### config.mk
export PLATFORM = sky130hd
export DESIGN_NAME = ecc_scrub_scheduler
export DESIGN_NICKNAME = d
export VERILOG_FILES = /design/src/rtl/ecc_scrub_scheduler.sv
export SDC_FILE = /design/constraint.sdc
export NUM_CORES = 1
export LEC_CHECK = 0
export BUFFER_PORTS_ARGS = -buffer_cell sky130_fd_sc_hd__buf_2
export CORE_AREA = 3 3 92 94
export DETAILED_ROUTE_END_ITERATION = 8
export DIE_AREA = 0 0 95 97
export PLACE_DENSITY = 0.71
export SLEW_MARGIN = 20
export SYNTH_ARGS = -nofsm -noshare
export SYNTH_HDL_FRONTEND = slang
export SYNTH_SLANG_ARGS = --single-unit
### constraint.sdc
create_clock -name clk_i -period 2 [get_ports clk_i]
set_input_delay 0.4 -clock clk_i [delete_from_list [all_inputs] [get_ports clk_i]]
set_output_delay 0.4 -clock clk_i [all_outputs]
set_load 0.005 [all_outputs]
### src/rtl/ecc_scrub_scheduler.sv
// Round-robin scheduler for per-bank ECC scrubbers: paces scrub steps by an idle
// interval, skips busy banks, aborts stalled steps and keeps saturating error counts.
module ecc_scrub_scheduler #(
    parameter int NumBanks      = 4,
    parameter int CntWidth      = 16,
    parameter int TimeoutCycles = 64
) (
    input  logic                        clk_i,
    input  logic                        rst_ni,
    input  logic                        enable_i,
    input  logic [CntWidth-1:0]         interval_i,
    input  logic                        clear_i,
    input  logic [NumBanks-1:0]         bank_busy_i,
    input  logic [NumBanks-1:0]         step_done_i,
    input  logic [NumBanks-1:0]         corrected_i,
    input  logic [NumBanks-1:0]         uncorrectable_i,
    output logic [NumBanks-1:0]         scrub_trigger_o,
    output logic [$clog2(NumBanks)-1:0] active_bank_o,
    output logic [CntWidth-1:0]         corrected_cnt_o,
    output logic [CntWidth-1:0]         uncorrectable_cnt_o,
    output logic                        irq_o,
    output logic                        timeout_o
);

    localparam int IdxW  = $clog2(NumBanks);
    localparam int StepW = $clog2(TimeoutCycles);
    localparam logic [StepW-1:0] StepLast = StepW'(TimeoutCycles - 1);
    localparam logic [IdxW-1:0]  BankLast = IdxW'(NumBanks - 1);

    typedef enum logic [1:0] {
        IDLE,
        WAIT,
        SCRUB
    } state_e;

    state_e              state_q, state_d;
    logic [CntWidth-1:0] timer_q, timer_d;
    logic [IdxW-1:0]     ptr_q, ptr_d;
    logic [IdxW-1:0]     sel_q, sel_d;
    logic [StepW-1:0]    step_q, step_d;
    logic [IdxW-1:0]     cand, pick;
    logic                found;
    logic                done_sel;
    logic                in_scrub;

    function automatic logic [CntWidth-1:0] sat_inc(input logic [CntWidth-1:0] v);
        return (&v) ? v : v + 1'b1;
    endfunction

    function automatic logic [IdxW-1:0] wrap_inc(input logic [IdxW-1:0] b);
        return (b == BankLast) ? '0 : b + 1'b1;
    endfunction

    // Cyclic search starting at the round-robin pointer for the first idle bank.
    always_comb begin
        found = 1'b0;
        pick  = ptr_q;
        cand  = ptr_q;
        for (int i = 0; i < NumBanks; i++) begin
            if (!found && !bank_busy_i[cand]) begin
                found = 1'b1;
                pick  = cand;
            end
            cand = wrap_inc(cand);
        end
    end

    always_ff @(posedge clk_i or negedge rst_ni) begin
        if (!rst_ni) begin
            state_q <= IDLE;
            timer_q <= '0;
            ptr_q   <= '0;
            sel_q   <= '0;
            step_q  <= '0;
        end else begin
            state_q <= state_d;
            timer_q <= timer_d;
            ptr_q   <= ptr_d;
            sel_q   <= sel_d;
            step_q  <= step_d;
        end
    end

    always_comb begin
        state_d         = state_q;
        timer_d         = timer_q;
        ptr_d           = ptr_q;
        sel_d           = sel_q;
        step_d          = step_q;
        scrub_trigger_o = '0;
        timeout_o       = 1'b0;
        done_sel        = step_done_i[sel_q];
        unique case (state_q)
            IDLE: begin
                if (enable_i) begin
                    timer_d = interval_i;
                    state_d = WAIT;
                end
            end
            WAIT: begin
                if (!enable_i) begin
                    state_d = IDLE;
                end else if (timer_q != '0) begin
                    timer_d = timer_q - 1'b1;
                end else if (found) begin
                    sel_d   = pick;
                    step_d  = '0;
                    state_d = SCRUB;
                end
            end
            SCRUB: begin
                // The trigger is held regardless of enable_i; only done or abort ends a step.
                scrub_trigger_o[sel_q] = 1'b1;
                step_d                 = step_q + 1'b1;
                if (done_sel || step_q == StepLast) begin
                    timeout_o = !done_sel;
                    ptr_d     = wrap_inc(sel_q);
                    timer_d   = interval_i;
                    state_d   = enable_i ? WAIT : IDLE;
                end
            end
            default: state_d = IDLE;
        endcase
    end

    assign in_scrub      = (state_q == SCRUB);
    assign active_bank_o = sel_q;

    // Only the bank being scrubbed may report errors; clear overrides any same-cycle event.
    always_ff @(posedge clk_i or negedge rst_ni) begin
        if (!rst_ni) begin
            corrected_cnt_o     <= '0;
            uncorrectable_cnt_o <= '0;
            irq_o               <= 1'b0;
        end else if (clear_i) begin
            corrected_cnt_o     <= '0;
            uncorrectable_cnt_o <= '0;
            irq_o               <= 1'b0;
        end else begin
            if (in_scrub && corrected_i[sel_q]) begin
                corrected_cnt_o <= sat_inc(corrected_cnt_o);
            end
            if (in_scrub && uncorrectable_i[sel_q]) begin
                uncorrectable_cnt_o <= sat_inc(uncorrectable_cnt_o);
                irq_o               <= 1'b1;
            end
        end
    end

endmodule

==> results.py <==
metrics = {
    "pwr": {
        "power.clock.fraction": 0.440,
        "irDropWorstVdd_mv": 0.378,
        "power_leakage_nw": 2.28,
        "switching_power_uw": 902,
        "intPower_mw": 2.55,
        "p_comb_frac": 0.163,
        "total_power_mw": 3.45,
        "p_sw_frac": 0.262,
        "p_per_area_mw_per_mm2": 677,
        "p_seq_frac": 0.397,
    },
    "synthesis": {
        "synth_warnings": 0,
        "yosysMostFrequentCell": "dfrtp_1",
        "yosysSeqAreaShare": 0.402,
        "ys_seq_elements": 61,
        "synthTopCellsByCount": "dfrtp_1, nor2_1, a21oi_1, nand2_1, xnor2_1",
        "async_reset_ff_frac": 1.00,
        "yosysUniqueCellTypes": 60,
        "synth-edff-count": 0,
        "synth_top_cells_by_area": "dfrtp_1, nor2_1, a21oi_1",
        "synth_ff_type": "dfrtp_1",
        "synthMuxAreaShare": 0.0458,
        "syn_inst": 413,
        "synth_xor_area_frac": 0.0692,
        "post-synth-top-area-cell": "dfrtp_1",
        "synth_area_mm2": 0.00380,
        "synthSimpleGateAreaFrac": 0.250,
        "avgSynthCellArea_um2": 9.19,
        "syn_nets": 459,
        "synth-compound-area-share": 0.161,
        "synth_top_area_share": 0.402,
        "synth_top_family_by_area": "simple AND/OR/NAND/NOR gates",
        "synthAdderAreaFrac": 0.0330,
    },
    "cts": {
        "tritoncts": "done",
        "cts_buffer_depth": 2,
        "cts_htree_levels": 3,
        "clkLatencyLatePin_ns": 0.34,
        "cts_root_buffer": "clkbuf_8",
        "cts_sinks": 61,
        "cts.reportedPaths.clkPinSlew_ns": 0.08,
        "cts_made_buffers": 9,
        "cts.hold.buffers_added": 0,
    },
    "floorplan": {
        "dieArea_mm2": 0.00922,
        "die_x_um": 95,
        "initial_core_util": 0.491,
        "die_h_um": 97,
        "rows": 32,
        "core_mm2": 0.00773,
        "ioPinCount": 76,
    },
    "setup_path": {
        "worstSetupPathType": "flip-flop to flip-flop",
        "cp_max_fo": 6,
        "cp-start-kind": "flip-flop",
        "regToRegSetupSlack_ns": -0.03,
        "endpoint_kind": "flip-flop",
        "slowest_stage": "dfrtp_1",
        "cp.arrival_ns": 2.28,
        "critPathRequiredTime_ns": 2.24,
        "crit_path_max_incr_delay_ns": 0.42,
        "crit_chain": "ha_4, or3b_4, buf_6, nor3_4, a211o_1, a31oi_1, mux2_4, mux2i_1",
    },
    "global_routing": {
        "grt_usage": 0.210,
        "grt_pass1_vias": 3364,
        "grt_first_pass_wirelength_um": 15600,
        "grt_max_degree": 40,
        "antenna_found_initial": 0,
        "grt_remaining_overflow": 0,
    },
    "timing": {
        "hold_viol": 0,
        "finalSetupViolCount": 1,
        "skew_ns": 0.0111,
        "final.setup.worst_slack_ns": -0.0324,
        "finalCriticalPeriod_ns": 2.03,
        "worstMarginPinSlew_ns": 0.606,
        "post-route-period-util": 1.02,
        "fmax_mhz": 492,
        "slew_headroom": 0.596,
        "rsz0062_at_grt": "yes",
        "final-max-slew-violation-count": 0,
    },
    "route": {
        "drt.antenna.violating_nets": 0,
        "dr.first_iter.drc_count": 130,
        "vias": 3516,
        "wirelength_um": 9870,
        "vias_per_cell": 5.57,
        "route.detailed.drc": 0,
        "wl_per_cell_um": 15.6,
        "first_pass_iters": 4,
    },
    "run_status": {
        "violations": "setup timing",
        "status": "complete, but fails checks",
    },
    "finish": {
        "post-route-util": 0.659,
        "multi_input_area_mm2": 0.00242,
        "seqCellArea_mm2": 0.00153,
        "nets": 570,
        "area_growth_pct": 34.2,
        "fillCellCount": 644,
        "antennaDiodeCount": 0,
        "layout-drive-gt1-share": 0.376,
    },
    "placed_design": {
        "port_buffers": 75,
        "place_ws_ns": -0.119,
        "dp_hpwl_um": 6430,
        "gp_congestion": 0.896,
    },
    "hold_path": {
        "holdCritPathClass": "input pin to async pin",
    },
    "flow_run": {
        "drv_cap": 0,
    },
}
flip-flops by register name, summed over array words and instances, names as in the netlist:
| signal | flops |
|---|---|
| ptr_q | 2 |
| state_q | 2 |
| active_bank_o | 2 |
| timer_q | 16 |
| uncorrectable_cnt_o | 16 |
| corrected_cnt_o | 16 |
| step_q | 6 |
| irq_o | 1 |
per-layer routing:
layer | global-route usage | part of all wire | up-vias | wire, um
met5 | 0 | 0 | - | 0
met4 | 0.0610 | 0.012 | 0 | 123
met3 | 0.0428 | 0.039 | 12 | 387
met2 | 0.345 | 0.52 | 78 | 5110
met1 | 0.278 | 0.43 | 1712 | 4250
li1 | - | - | 1714 | -
layout by cell type (no fill, tap or decap), types with 13 or more instances in the layout:
cell type	netlist	routed
buf_4	2	36
xor2_1	14	14
nor2_1	53	50
xnor2_1	16	16
dfrtp_1	61	60
a21oi_1	34	24
nand4_1	13	13
nand2_1	34	32
nand3_1	13	13
buf_2	3	75
worst paths after layout:
| path | from | endpoint | cells past startpoint |
|---|---|---|---|
| min in group clk_i | enable_i | state_q[0]$_DFFE_PN0P_ | 2 |
| max | ptr_q[0]$_DFFE_PN0P_ | active_bank_o[0]$_DFFE_PN0P_ | 8 |
| max reg2reg | ptr_q[0]$_DFFE_PN0P_ | active_bank_o[0]$_DFFE_PN0P_ | 8 |
| min | rst_ni | uncorrectable_cnt_o[11]$_DFFE_PN0P_ | 1 |
| min reg2reg | step_q[0]$_DFFE_PN0P_ | step_q[0]$_DFFE_PN0P_ | 1 |
| max in group asynchronous | rst_ni | uncorrectable_cnt_o[3]$_DFFE_PN0P_ | 2 |
layout make-up:
cell class	count	area share
multi-input cells	326	0.475
flip-flops and latches	61	0.300
repair buffers	116	0.140
clock buffers	10	0.0270
clock inverters	6	0.0263
well taps	102	0.0251
inverters	10	0.00737
per-stage QoR:
step	TNS, ns	cell area (um2)	hold slack (ns)	instances
2_1_floorplan	-0.0539	3800	0.104	413
3_3_place_gp	-0.333	4510	0.374	611
3_5_place_dp	-0.705	4510	0.387	611
4_1_cts	0	4870	0.0151	628
5_1_grt	-0.351	5090	0.0274	631
6_report	-0.0324	5090	0.0110	631
worst max-delay path, delay by kind of cell, from the launching register on:
family,cells,cell delay (ns)
fa+ha+maj,1,0.20
compound gates,2,0.26
simple gates,2,0.48
mux,2,0.44
flops,1,0.42
buf+inv,1,0.13
power by group through the flow:
stage	Combinational (mW)	Sequential, mW	Clock [mW]
6_report	0.561	1.37	1.52
5_1_grt	0.619	1.38	1.60
4_1_cts	0.501	1.36	1.54
3_5_place_dp	0.476	1.38	0
3_3_place_gp	0.465	1.38	0
2_1_floorplan	0.288	1.37	0
cells by family after synthesis:
kind of cell,Yosys count
compound gates,88
buf+inv,28
xor+xnor,30
flops,61
simple gates,184
fa+ha+maj,10
mux,12
repair_timing:
item | CTS | global route
gates cloned | 0 | 2
setup buffers | 1 | 1
resized for setup | 19 | 40
setup endpoints to repair | 19 | 32
pin swaps | 7 | 9
Note: power is estimated with default switching activity, not from simulation.
